### config.mk
export PLATFORM = sky130hd
export DESIGN_NAME = mem_port_arbiter_flat
export DESIGN_NICKNAME = d
export VERILOG_FILES = /design/src/rtl/mem_port_arbiter_pkg.sv /design/src/rtl/mem_port_arbiter_if.sv /design/src/rtl/mem_port_arbiter_rr_pick2.sv /design/src/rtl/mem_port_arbiter.sv /design/src/flat_wrapper.sv
export SDC_FILE = /design/constraint.sdc
export NUM_CORES = 1
export LEC_CHECK = 0
export BUFFER_PORTS_ARGS = -buffer_cell sky130_fd_sc_hd__buf_2
export CAP_MARGIN = 40
export CORE_AREA = 4 4 82 84
export CTS_BUF_LIST = sky130_fd_sc_hd__clkbuf_8
export DETAILED_ROUTE_END_ITERATION = 10
export DIE_AREA = 0 0 86 88
export HOLD_SLACK_MARGIN = 0.1
export PLACE_DENSITY = 0.82
export SLEW_MARGIN = 20
export SYNTH_ARGS = -nofsm -noshare
export SYNTH_HDL_FRONTEND = slang
export SYNTH_HIERARCHICAL = 1
export SYNTH_SLANG_ARGS = --single-unit
### constraint.sdc
create_clock -name clk -period 2.2 [get_ports clk]
set_input_delay 0.44 -clock clk [delete_from_list [all_inputs] [get_ports clk]]
set_output_delay 0.44 -clock clk [all_outputs]
set_load 0.01 [all_outputs]
### src/rtl/mem_port_arbiter_pkg.sv
// Shared definitions for the unified-memory port arbiter.
//   arb_state_t : FSM state encoding (2'd3 is unused and recovers to IDLE)
//   REQ_CORE    : requester index of the multicycle core (fetch, load/store)
//   REQ_DBG     : requester index of the debug/boot loader
package mem_arb_pkg;

  typedef enum logic [1:0] {
    IDLE   = 2'd0,
    ACCESS = 2'd1,
    DONE   = 2'd2
  } arb_state_t;

  localparam logic REQ_CORE = 1'b0;
  localparam logic REQ_DBG  = 1'b1;

endpackage

### src/rtl/mem_port_arbiter_if.sv
// Bus bundle between the two requesters, the arbiter and the memory wrapper.
//   req/we/addr/wdata : per-requester request fields, requester n at [n*W +: W]
//   ack/err/rdata     : per-requester completion pulse, timeout flag, read data
//   mem_*             : single memory port (strobe, write enable, address,
//                       write data, read data, completion)
// modport master : arbiter side
// modport slave  : requester/memory side
interface mem_port_arbiter_if #(
  parameter int AW = 16,
  parameter int DW = 16
);
  logic [1:0]      req;
  logic [1:0]      we;
  logic [2*AW-1:0] addr;
  logic [2*DW-1:0] wdata;
  logic [1:0]      ack;
  logic            err;
  logic [DW-1:0]   rdata;
  logic            mem_req;
  logic            mem_we;
  logic [AW-1:0]   mem_addr;
  logic [DW-1:0]   mem_wdata;
  logic [DW-1:0]   mem_rdata;
  logic            mem_ready;

  modport master (
    input  req, we, addr, wdata, mem_rdata, mem_ready,
    output ack, err, rdata, mem_req, mem_we, mem_addr, mem_wdata
  );

  modport slave (
    output req, we, addr, wdata, mem_rdata, mem_ready,
    input  ack, err, rdata, mem_req, mem_we, mem_addr, mem_wdata
  );
endinterface

### src/rtl/mem_port_arbiter_rr_pick2.sv
// Combinational two-way request picker.
//   req        : request bits, index = requester id
//   last       : requester granted most recently
//   fixed_prio : 1 = core wins every conflict, 0 = alternate on conflicts
//   valid      : at least one request present
//   winner     : granted requester id (REQ_CORE when nothing requests)
module rr_pick2
  import mem_arb_pkg::*;
(
  input  logic [1:0] req,
  input  logic       last,
  input  logic       fixed_prio,
  output logic       valid,
  output logic       winner
);

  always_comb begin
    valid  = |req;
    winner = REQ_CORE;
    case (req)
      2'b10:   winner = REQ_DBG;
      2'b11:   winner = fixed_prio ? REQ_CORE : ~last;
      default: winner = REQ_CORE;
    endcase
  end

endmodule

### src/rtl/mem_port_arbiter.sv
// Arbiter sharing the unified instruction/data memory between the core
// (requester 0) and the debug/boot loader (requester 1). Each access runs
// IDLE -> ACCESS -> DONE; a hung access is aborted after TIMEOUT cycles and
// acked with err set.
//   clk   : rising-edge clock
//   reset : asynchronous active-high reset
//   bus   : requester and memory signals (mem_port_arbiter_if.master)
//   owner : granted requester, meaningful in ACCESS/DONE
//   state : FSM state for debug
module mem_port_arbiter
  import mem_arb_pkg::*;
#(
  parameter int AW        = 16,
  parameter int DW        = 16,
  parameter int TIMEOUT   = 15,
  parameter int PRIO_CORE = 0
) (
  input  logic                 clk,
  input  logic                 reset,
  mem_port_arbiter_if.master   bus,
  output logic                 owner,
  output logic [1:0]           state
);

  localparam int CW = (TIMEOUT > 0) ? $clog2(TIMEOUT + 1) : 1;
  localparam logic [CW-1:0] TO_LAST = CW'((TIMEOUT > 0) ? TIMEOUT - 1 : 0);

  arb_state_t     cur_st, nxt_st;
  logic           rr_last, rr_n;
  logic           owner_n;
  logic [CW-1:0]  cnt, cnt_n;
  logic           mreq_n, mwe_n, err_n;
  logic [AW-1:0]  maddr_n;
  logic [DW-1:0]  mwd_n, rdata_n;
  logic [1:0]     ack_n;
  logic           pick_valid, pick_win;

  rr_pick2 u_pick (
    .req        (bus.req),
    .last       (rr_last),
    .fixed_prio (PRIO_CORE != 0),
    .valid      (pick_valid),
    .winner     (pick_win)
  );

  always_comb begin
    nxt_st  = cur_st;
    rr_n    = rr_last;
    owner_n = owner;
    cnt_n   = cnt;
    mreq_n  = bus.mem_req;
    mwe_n   = bus.mem_we;
    maddr_n = bus.mem_addr;
    mwd_n   = bus.mem_wdata;
    rdata_n = bus.rdata;
    ack_n   = '0;
    err_n   = 1'b0;
    case (cur_st)
      IDLE: begin
        if (pick_valid) begin
          rr_n    = pick_win;
          owner_n = pick_win;
          mwe_n   = bus.we[pick_win];
          maddr_n = pick_win ? bus.addr[2*AW-1:AW]  : bus.addr[AW-1:0];
          mwd_n   = pick_win ? bus.wdata[2*DW-1:DW] : bus.wdata[DW-1:0];
          mreq_n  = 1'b1;
          cnt_n   = '0;
          nxt_st  = ACCESS;
        end
      end
      ACCESS: begin
        // Ready is tested first so it wins over an abort in the same cycle.
        if (bus.mem_ready) begin
          rdata_n       = bus.mem_we ? '0 : bus.mem_rdata;
          ack_n[owner]  = 1'b1;
          mreq_n        = 1'b0;
          nxt_st        = DONE;
        end else if ((TIMEOUT != 0) && (cnt == TO_LAST)) begin
          rdata_n       = '0;
          ack_n[owner]  = 1'b1;
          err_n         = 1'b1;
          mreq_n        = 1'b0;
          nxt_st        = DONE;
        end else if (cnt != '1) begin
          cnt_n = cnt + 1'b1;
        end
      end
      DONE: nxt_st = IDLE;
      default: begin
        nxt_st = IDLE;
        mreq_n = 1'b0;
      end
    endcase
  end

  always_ff @(posedge clk or posedge reset) begin
    if (reset) begin
      cur_st        <= IDLE;
      rr_last       <= 1'b1;
      owner         <= 1'b0;
      cnt           <= '0;
      bus.mem_req   <= 1'b0;
      bus.mem_we    <= 1'b0;
      bus.mem_addr  <= '0;
      bus.mem_wdata <= '0;
      bus.rdata     <= '0;
      bus.ack       <= '0;
      bus.err       <= 1'b0;
    end else begin
      cur_st        <= nxt_st;
      rr_last       <= rr_n;
      owner         <= owner_n;
      cnt           <= cnt_n;
      bus.mem_req   <= mreq_n;
      bus.mem_we    <= mwe_n;
      bus.mem_addr  <= maddr_n;
      bus.mem_wdata <= mwd_n;
      bus.rdata     <= rdata_n;
      bus.ack       <= ack_n;
      bus.err       <= err_n;
    end
  end

  assign state = cur_st;

endmodule
### src/flat_wrapper.sv
// flat-port wrapper written by rule: the top's interface ports become plain ports
module mem_port_arbiter_flat import mem_arb_pkg::*;
#(
  parameter int AW        = 16,
  parameter int DW        = 16,
  parameter int TIMEOUT   = 15,
  parameter int PRIO_CORE = 0
)
  (clk, reset, owner, state, bus_req, bus_we, bus_addr, bus_wdata, bus_mem_rdata, bus_mem_ready, bus_ack, bus_err, bus_rdata, bus_mem_req, bus_mem_we, bus_mem_addr, bus_mem_wdata);
  mem_port_arbiter_if #(.AW(AW), .DW(DW)) bus_i ();
  input  logic clk;
  input  logic reset;
  output logic owner;
  output logic [1:0] state;
  input wire logic [$bits(bus_i.req)-1:0] bus_req;
  input wire logic [$bits(bus_i.we)-1:0] bus_we;
  input wire logic [$bits(bus_i.addr)-1:0] bus_addr;
  input wire logic [$bits(bus_i.wdata)-1:0] bus_wdata;
  input wire logic [$bits(bus_i.mem_rdata)-1:0] bus_mem_rdata;
  input wire logic [$bits(bus_i.mem_ready)-1:0] bus_mem_ready;
  output wire logic [$bits(bus_i.ack)-1:0] bus_ack;
  output wire logic [$bits(bus_i.err)-1:0] bus_err;
  output wire logic [$bits(bus_i.rdata)-1:0] bus_rdata;
  output wire logic [$bits(bus_i.mem_req)-1:0] bus_mem_req;
  output wire logic [$bits(bus_i.mem_we)-1:0] bus_mem_we;
  output wire logic [$bits(bus_i.mem_addr)-1:0] bus_mem_addr;
  output wire logic [$bits(bus_i.mem_wdata)-1:0] bus_mem_wdata;
  assign bus_i.req = bus_req;
  assign bus_i.we = bus_we;
  assign bus_i.addr = bus_addr;
  assign bus_i.wdata = bus_wdata;
  assign bus_i.mem_rdata = bus_mem_rdata;
  assign bus_i.mem_ready = bus_mem_ready;
  assign bus_ack = bus_i.ack;
  assign bus_err = bus_i.err;
  assign bus_rdata = bus_i.rdata;
  assign bus_mem_req = bus_i.mem_req;
  assign bus_mem_we = bus_i.mem_we;
  assign bus_mem_addr = bus_i.mem_addr;
  assign bus_mem_wdata = bus_i.mem_wdata;
  mem_port_arbiter #(.AW(AW), .DW(DW), .TIMEOUT(TIMEOUT), .PRIO_CORE(PRIO_CORE)) u_core (.clk(clk), .reset(reset), .bus(bus_i), .owner(owner), .state(state));
endmodule
# Word level (Yosys, flattened, before mapping)
# Index checks and enable logic that the tools add are counted.
[classes] add_sub_neg=1 n_lt_le_gt_ge=3 eq_ne=11 mux=29 n_bitwise=2 reduce_logical=10
[op_table] cell="$mux W16" n=5
[op_table] cell="$mux W4" n=4
[op_table] cell="$mux W2" n=6
[op_table] cell="$mux W1" n=9
[op_table] cell="$pmux W4 S2" n=1
[op_table] cell="$eq A2 B2 Y1 const B" n=3
[op_table] cell="$reduce_and A2 Y1" n=3
[op_table] cell="$reduce_and A5 Y1" n=1
[op_table] cell="$add A4 B1 Y4 const B" n=1
[op_table] cell="$eq A4 B4 Y1 const B" n=1
[op_table] cell="$lt A1 B2 Y1 const B" n=2
[op_table] cell="$ne A2 B1 Y1 const B" n=2
[op_table] cell="$ne A2 B2 Y1 const B" n=2
[op_table] cell="$ne A4 B4 Y1 const B" n=1
[op_table] cell="$pmux W2 S2" n=1
[op_table] cell="$reduce_bool A2 Y1" n=2
[op_table] cell="$ne A3 B2 Y1 const B" n=1
[op_table] cell="$pmux W1 S3" n=1
[op_table] cell="$reduce_and A3 Y1" n=1
[op_table] cell="$eq A2 B1 Y1 const B" n=1
[op_table] cell="$logic_not A2 Y1" n=1
[op_table] cell="$not A1 Y1" n=2
[op_table] cell="$pmux W1 S2" n=1
[op_table] cell="$reduce_or A2 Y1" n=1
[op_table] cell="3 further kinds" n=3
[word_totals] register_bits=61 inputBits=87 wordCells=67

# Logic depth before layout (Yosys ltp)
# Gate-level depths: netlist (run 1).
[logic_depth] depth_word=7 ltp_mapped=6 mapped_depth_nobuf=5

# Cells and area by module
# Netlist (run 1), hierarchy kept.
[by_module_without_submodules] module="mem_port_arbiter" n_inst=1 cells_per_inst=275 area_per_inst_um2=2750.1 seq_area_each_um2=1527.7
[by_module_without_submodules] module="rr_pick2" n_inst=1 cells_per_inst=3 area_per_inst_um2=17.5 seq_area_each_um2=0.0

# Least setup slack after synthesis (run 1)
# Ideal clock, no wire load.
[synth_timing] kind="reg-to-reg" from="register u_core.cnt[0]" to="register u_core.cnt[1]" setup_ns=0.069 t_arrival_ns=1.494 required_ns=2.131 setup_slack_ns=0.637 stages_incl_launch_ff=6 path_buffers=0 synth_period_minus_slack_ns=1.563 cell_sequence="dfrtp_1 -> inv_1 -> ha_1 -> a31o_2 -> or4_1 -> nand3_1"
[synth_via] elab_chain_cells=5 elab_cells_between_ends=10 cone_classes="add/sub (1); eq/ne (4); mux (4); reduce/logical (1)"
[synth_rtl] item="from (decl)" line="mem_port_arbiter.sv:31" source="logic [CW-1:0] cnt, cnt_n;"
[synth_rtl] item="from (signal assigned)" line="mem_port_arbiter.sv:113" source="cnt <= cnt_n;"
[synth_rtl] item="$add A4 B1 Y4" line="mem_port_arbiter.sv:85" source="cnt_n = cnt + 1'b1;"
[synth_rtl] item="$mux W4" line="mem_port_arbiter.sv:84" source="end else if (cnt != '1) begin"
[synth_rtl] item="$mux W4" line="mem_port_arbiter.sv:78" source="end else if ((TIMEOUT != 0) && (cnt == TO_LAST)) begin"
[synth_rtl] item="$mux W4" line="mem_port_arbiter.sv:73" source="if (bus.mem_ready) begin"
[synth_rtl] item="$pmux W4 S2" line="mem_port_arbiter.sv:58" source="case (cur_st)"
# Parallel ways exist; a longest one is shown, timed or not. The select of a mux whose other input is x is not followed.
# A chain may end at the register's enable or synchronous reset.

# Worst setup path in the final report (run 1)
[layout_timing] from="register u_core.cnt[0]" to="register u_core.bus.rdata[1]"
[layout_via] elab_chain_cells=3
[layout_rtl] item="$eq A4 B4 Y1" line="mem_port_arbiter.sv:78"
[layout_rtl] item="$reduce_bool A2 Y1 (no line)"
[layout_rtl] item="$reduce_and A2 Y1 (no line)"
[layout_rtl] item="to (signal assigned)" line="mem_port_arbiter.sv:118" source="bus.rdata <= rdata_n;"
[layout_rtl] item="to (decl)" line="mem_port_arbiter_if.sv:28" source="output ack, err, rdata, mem_req, mem_we, mem_addr, mem_wdata"
# Every way passes these cells.

==> run summary, run 1 <==
Comb pwr share -> 0.402
WP data required -> 2.37 ns
Total grt overflow -> 0
Worst-path cell chain -> inv_1, ha_1, a31o_2, nand2_1, o21ai_0
Postcts setup bufs -> 0
Sw Share -> 0.387
Max_slew headroom -> 0.632
Clock share of power -> 0.175
Worst Max-Slew Pin Slew -> 0.550 ns
Initial antenna violation count -> 0
FF-to-FF path depth -> 5
Routed len/inst -> 13.9 microns
Die area -> 7570 sq um
Sw power -> 1.75 mW
Core area -> 5920 sq um
Hold_buf cts -> 0
Multi-input gate area -> 1130 sq um
TritonCTS buffer count -> 9
Register area -> 1530 sq um
Vias in the first global route -> 2,474
Clk sinks -> 61
Syn-to-layout area delta -> 34.6%
Reg power frac -> 0.423
Critical path launch point type -> register
Largest net degree at the start of global routing -> 42
EDFF count, synth -> 0
Die Width -> 86 microns
RSZ-0062 raised after global routing -> no
Post-synthesis register bit count -> 61
Synth Area per Inst -> 9.96 sq um
Clk root buf -> clkbuf_8
Commonest register cell after synthesis -> dfrtp_1
Pwr/cell area -> 1220 nW/um^2
Fin cells -> 497
Share of layout cells above drive strength 1 -> 0.398
Most common cell after layout, fill and taps aside -> buf_2
Period utilization -> 0.794
Sequential fraction of the synthesis area -> 0.552
Hold crit path type -> in2async
Synth Instances -> 278
Maximum vdd drop -> 0.644 mV
Fin. max-slew vios -> 0
CP arrival -> 1.92 ns
Setup TNS Final -> 0 ns
Final hold slack -> 0.122 ns
Vias/cell -> 5.15
Placer Congestion -> 0.796
Final min period -> 1.75 ns
Hold Fails Final Rpt -> 0
Final net count -> 509
Overall Global Routing Usage -> 0.182
Largest fanout on the critical path -> 19
Critical path's slowest cell -> dfrtp_1
Power Total -> 4.53 mW
Clock Path Buffers -> 2
Placed insts -> 484
Starting density of the core -> 0.467
Leakage -> 1.90 nW
Synthesized area -> 2770 sq um
Post-synth net total -> 367
Critical setup path kind -> reg2reg
First-pass GRT wire length -> 11,000 microns
FF-to-FF Start -> u_core/cnt[0]
Layout fillers -> 503
Internal -> 2.78 mW
Drt pass-1 iters -> 4
Drt drc -> 0
Detailed-route via count -> 2,558
Setup slack, reg-to-reg -> 0.45 ns
Top-Level Pins -> 143
Core Rows -> 28
Setup violators final -> 0
DRT antenna net count -> 0
Clk slew on worst S/H paths -> 0.06 ns
Post-DP HPWL -> 5220 microns
Post-synth ARST share -> 1.00
CTS HTree Levels -> 3
Max cap viols -> 0
I/O Buffers -> 142
Worst path max stage delay -> 0.42 ns
1st-iter DRT viols -> 148
Later-pin clock latency in the skew report -> 0.32 ns
Worst r2r dst -> u_core/bus.rdata[1]
Number of unique standard cell types used by synthesis -> 33
Status -> finished, final reports clean
Die Y -> 88 microns
Worst setup EP type -> register
WL final -> 6920 microns
Yosys warnings -> 6
Clock skew -> 0.00815 ns
Post_cts resized -> 0
Most frequent cells in the layout -> buf_2, dfrtp_1, nor2_1
TritonCTS clock tree -> yes
Fmax achieved -> 572 MHz
Inserted Diodes -> 0
## worst max path at each step
stage / start / to / slack [ns] / cells past startpoint
final: u_core/cnt[0] / u_core/bus.rdata[1] / 0.45 / 5
after global routing: u_core/cnt[0] / u_core/bus.rdata[6] / 0.28 / 5
after CTS: u_core/cnt[0] / u_core/bus.rdata[1] / 0.45 / 5
after global placement: bus_req[0] / u_core/bus.mem_we / 0.58 / 6
after detailed placement: u_core/cnt[0] / u_core/bus.rdata[14] / 0.45 / 5
after floorplan: reset / u_core/bus.ack[0] / 0.25 / 1
## through the flow
step           instance area [sq um]  utilization  setup slack, ns
6_report                        3730        0.629            0.453
3_3_place_gp                    3570        0.604            0.581
4_1_cts                         3730        0.629            0.450
5_1_grt                         3730        0.629            0.285
3_5_place_dp                    3570        0.604            0.450
2_1_floorplan                   2770            -            0.249
## cells in the mapped netlist (2+ instances only)
cell | instances | share of area
nor2b_1 | 2 | 0.0045
o21ai_0 | 34 | 0.061
o21ai_1 | 2 | 0.0036
a21oi_1 | 35 | 0.063
mux2i_1 | 33 | 0.12
buf_2 | 13 | 0.024
a31oi_1 | 5 | 0.011
nand2_1 | 19 | 0.026
inv_1 | 6 | 0.0081
nand3_1 | 4 | 0.0072
dfrtp_1 | 60 | 0.54
or4_1 | 2 | 0.0054
a21o_1 | 2 | 0.0054
clkbuf_1 | 5 | 0.0068
ha_1 | 2 | 0.0090
nor2_1 | 37 | 0.050
## routing by layer
layer / global-route usage / vias up / share of wire
met5: 0 / - / 0
met3: 0.0414 / 7 / 0.089
li1: - / 1248 / -
met4: 0.0705 / 0 / 0.0046
met1: 0.235 / 1187 / 0.42
met2: 0.300 / 116 / 0.49
## registers in the layout (all words and copies together) (netlist names)
register,cells
u_core/bus.mem_addr,16
u_core/bus.mem_wdata,16
u_core/cnt,4
u_core/owner,1
u_core/bus.mem_we,1
u_core/state,2
u_core/bus.err,1
u_core/bus.mem_req,1
u_core/bus.rdata,16
u_core/bus.ack,2
u_core/rr_last,1
## area by class of cell
| cell class | count | area share |
|---|---|---|
| well taps | 75 | 0.0252 |
| repair buffers | 150 | 0.214 |
| flip-flops and latches | 61 | 0.410 |
| clock inverters | 3 | 0.00403 |
| multi-input cells | 192 | 0.304 |
| inverters | 6 | 0.00604 |
| clock buffers | 10 | 0.0369 |
## power by group through the flow
stage / combinational, mW / clock (mW) / sequential (mW)
floorplan: 0.903 / 0 / 2.09
global placement: 1.78 / 0 / 1.92
detailed placement: 1.85 / 0 / 1.93
CTS: 1.85 / 0.827 / 1.92
global route: 2.03 / 0.874 / 1.99
finish: 1.82 / 0.795 / 1.92
## cells by family after synthesis
family          Yosys count  synth area share
flops                    61             0.552
simple gates             73             0.118
compound gates           83             0.160
mux                      33             0.119
buf+inv                  25            0.0411
fa+ha+maj                 2           0.00904
other cells               1           0.00135
## worst max-delay path, delay by kind of cell (launching register included)
kind / cells / cell delay [ns]
adder cells (fa/ha/maj): 1 / 0.24
AO/OA/AOI/OAI: 2 / 0.47
buffers and inverters: 1 / 0.06
AND/OR/NAND/NOR: 1 / 0.42
flip-flops: 1 / 0.42
(Power assumes the default switching activity.)
==> run 2: changes to the inputs <==
--- a/config.mk
+++ b/config.mk
@@ -7,12 +7,12 @@
 export LEC_CHECK = 0
 export BUFFER_PORTS_ARGS = -buffer_cell sky130_fd_sc_hd__buf_2
 export CAP_MARGIN = 40
-export CORE_AREA = 4 4 82 84
+export CORE_AREA = 4 4 87 89
 export CTS_BUF_LIST = sky130_fd_sc_hd__clkbuf_8
 export DETAILED_ROUTE_END_ITERATION = 10
-export DIE_AREA = 0 0 86 88
+export DIE_AREA = 0 0 91 93
 export HOLD_SLACK_MARGIN = 0.1
-export PLACE_DENSITY = 0.82
+export PLACE_DENSITY = 0.77
 export SLEW_MARGIN = 20
 export SYNTH_ARGS = -nofsm -noshare
 export SYNTH_HDL_FRONTEND = slang
==> constraint.sdc (replaced) <==
create_clock -name clk -period 1.4 [get_ports clk]
set_input_delay 0.28 -clock clk [delete_from_list [all_inputs] [get_ports clk]]
set_output_delay 0.28 -clock clk [all_outputs]
set_load 0.01 [all_outputs]
==> run 2 against run 1 <==
  * The run now ends with setup timing left
  * Clock-buffer cell count down 1
  * Final area rose by 20%
  * Combinational power rose by 140%
  * Non-clock buffer count up 39
  * Setup slack worse by 0.62 ns
  * Die area rose by 12%
  * Cell count grew 9.5%
  * Hold slack better by 0.055 ns
  * Highest routed layer unchanged
==> run summary, run 2 (synthesized netlist as in run 1, its figures left out) <==
Final min period -> 1.56 ns (-0.185 ns)
Leakage -> 2.24 nW (+17%)
Syn-to-layout area delta -> 61.6%
CP arrival -> 1.82 ns (-0.10 ns)
Critical setup path kind -> reg2reg
RSZ-0062 raised after global routing -> yes
Final hold slack -> 0.178 ns (+0.0555 ns)
Clock skew -> 0.00763 ns (-0.000523 ns)
Fin. max-slew vios -> 0 (unchanged)
Critical path launch point type -> register
Pwr/cell area -> 2020 nW/um^2 (+66%)
Final instance area -> 4470 sq um (+20%)
Largest fanout on the critical path -> 2 (-17)
Core area -> 6760 sq um (+14%)
Detailed-route via count -> 2,774 (+8.4%)
Placed cell areas -> 3690 sq um (+3.2%)
Drt drc -> 0 (unchanged)
Starting density of the core -> 0.410 (-0.0578)
Clk root buf -> clkbuf_8
Hold crit path type -> in2reg
Die area -> 8460 sq um (+12%)
Most common cell after layout, fill and taps aside -> buf_2
Final net count -> 548 (+7.7%)
Total grt overflow -> 0 (unchanged)
Top delay family on crit path -> simple AND/OR/NAND/NOR gates
Largest regs -> u_core/bus.mem_addr: 16 flops, u_core/bus.mem_wdata: 16 flops, u_core/bus.rdata: 16 flops
Drt pass-1 iters -> 4 (unchanged)
Worst path max stage delay -> 0.42 ns (about the same)
1st-iter DRT viols -> 158 (+6.8%)
Placer Congestion -> 0.794 (-0.20%)
Die Y -> 93 microns (+5.7%)
Die Width -> 91 microns (+5.8%)
Worst setup EP type -> register
Setup violators final -> 25 (+25)
Vias/cell -> 5.10 (-0.93%)
Register area -> 1530 sq um (about the same)
Overall Global Routing Usage -> 0.196 (+0.0144)
Routed len/inst -> 15.9 microns (+14%)
Layout fillers -> 549 (+9.1%)
Sw Share -> 0.371 (-0.0160)
Worst-path cell chain -> inv_2, ha_4, or3b_1, or4_4, nand3_2
TritonCTS buffer count -> 9 (unchanged)
Clock Path Buffers -> 2 (unchanged)
First-pass GRT wire length -> 13,500 microns (+23%)
Reg power frac -> 0.331 (-0.092)
Top-Level Pins -> 143 (unchanged)
WP buf/inv -> 1 (unchanged)
I/O Buffers -> 142 (unchanged)
Status -> complete, but fails checks
Max cap viols -> 0 (unchanged)
Comb pwr share -> 0.490 (+0.088)
Initial antenna violation count -> 0 (unchanged)
Share of layout cells above drive strength 1 -> 0.517 (+0.119)
Clk slew on worst S/H paths -> 0.07 ns (about the same)
Post-DP HPWL -> 5300 microns (+1.7%)
Multi-input gate area -> 1300 sq um (+14%)
WP data required -> 1.66 ns (-0.71 ns)
Critical path's slowest cell -> or4_4
TritonCTS clock tree -> yes
Later-pin clock latency in the skew report -> 0.32 ns (about the same)
Vias in the first global route -> 2,813 (+14%)
Most frequent cells in the layout -> buf_2, dfrtp_1, nor2_1
WL final -> 8640 microns (+25%)
Final setup margin -> -0.162 ns (-0.616 ns)
Core Rows -> 30 (+7.1%)
Fmax achieved -> 640 MHz (+12%)
Inserted Diodes -> 0 (unchanged)
Period utilization -> 1.12 (+0.322)
CTS HTree Levels -> 3 (unchanged)
Largest net degree at the start of global routing -> 36 (-14%)
Violated checks -> setup timing
Clock share of power -> 0.179 (+0.004)
DRT antenna net count -> 0 (unchanged)
Hold Fails Final Rpt -> 0 (unchanged)
Internal -> 5.70 mW (+100%)
Sw power -> 3.36 mW (+92%)
Clk sinks -> 61 (unchanged)
Maximum vdd drop -> 1.11 mV (+72%)
==> run 2: cell types whose count changed in the layout (fill, tap and decap cells not counted), moves of 3 or more <==
cell and delta:
o21ai_0 -32, o21ai_2 +18, buf_4 +16, o21ai_1 +14, buf_6 +12, buf_16 +5, clkbuf_16 +3
==> run 2: final timing paths <==
kind / end / slack [ns] / depth (start not counted) / start
worst min-delay path: u_core/bus.rdata[14] / 0.18 / 3 / bus_mem_rdata[14]
worst max register to register: u_core/cnt[1] / -0.16 / 5 / u_core/cnt[0]
max in group asynchronous: u_core/rr_last / 0.42 / 4 / reset
min in group asynchronous: u_core/bus.rdata[10] / 0.59 / 4 / reset
worst max-delay path: u_core/cnt[1] / -0.16 / 5 / u_core/cnt[0]
worst min register to register: u_core/bus.ack[0] / 0.46 / 1 / u_core/owner
==> run 2: layer usage <==
layer	routed length [microns]	share of wire	global-route usage	vias to the layer above
met2	4410	0.51	0.336	100
met1	3650	0.42	0.249	1327
met4	107	0.012	0.0678	0
met3	472	0.055	0.0386	12
met5	0	0	0	-
li1	-	-	-	1335
==> run 2: power by group through the flow <==
stage	clock network (mW)	logic (mW)	registers [mW]
2_1_floorplan	0	1.44	3.29
3_3_place_gp	0	3.05	2.95
3_5_place_dp	0	3.15	2.97
4_1_cts	1.66	3.99	2.97
5_1_grt	1.74	4.80	3.10
6_report	1.62	4.44	2.99
==> run 2: layout make-up <==
type | instances | area share
clock buffers | 9 | 0.0277
inverters | 6 | 0.00588
clock inverters | 7 | 0.0185
repair buffers | 189 | 0.294
well taps | 80 | 0.0224
multi-input cells | 192 | 0.290
flip-flops and latches | 61 | 0.342
==> run 2: what timing repair did <==
action / 4_1_cts / 5_1_grt
setup endpoints to repair: 36 / 56
buffers inserted: 10 / 5
resized for setup: 59 / 36
pin swaps: 18 / 17
hold buffers: 1 / 0
hold endpoints to repair: 60 / 0
gates cloned: 8 / 3
==> run 2: per-stage QoR <==
step	setup TNS (ns)	utilization	cells	setup WS [ns]	total power [mW]
after detailed placement	-2.45	0.546	503	-0.230	6.13
final	-1.02	0.662	544	-0.162	9.06
after CTS	-1.26	0.632	538	-0.177	8.63
after floorplan	-0.467	-	278	-0.163	4.73
after global placement	-1.47	0.546	503	-0.163	6.00
after global routing	-3.47	0.662	544	-0.221	9.65
==> run 2: worst register-to-register path, delay by kind of cell, from the launching register on <==
| family | cells | cell delay, ns |
|---|---|---|
| buffers and inverters | 1 | 0.07 |
| flip-flops | 1 | 0.39 |
| adder cells (fa/ha/maj) | 1 | 0.19 |
| AND/OR/NAND/NOR | 3 | 0.84 |
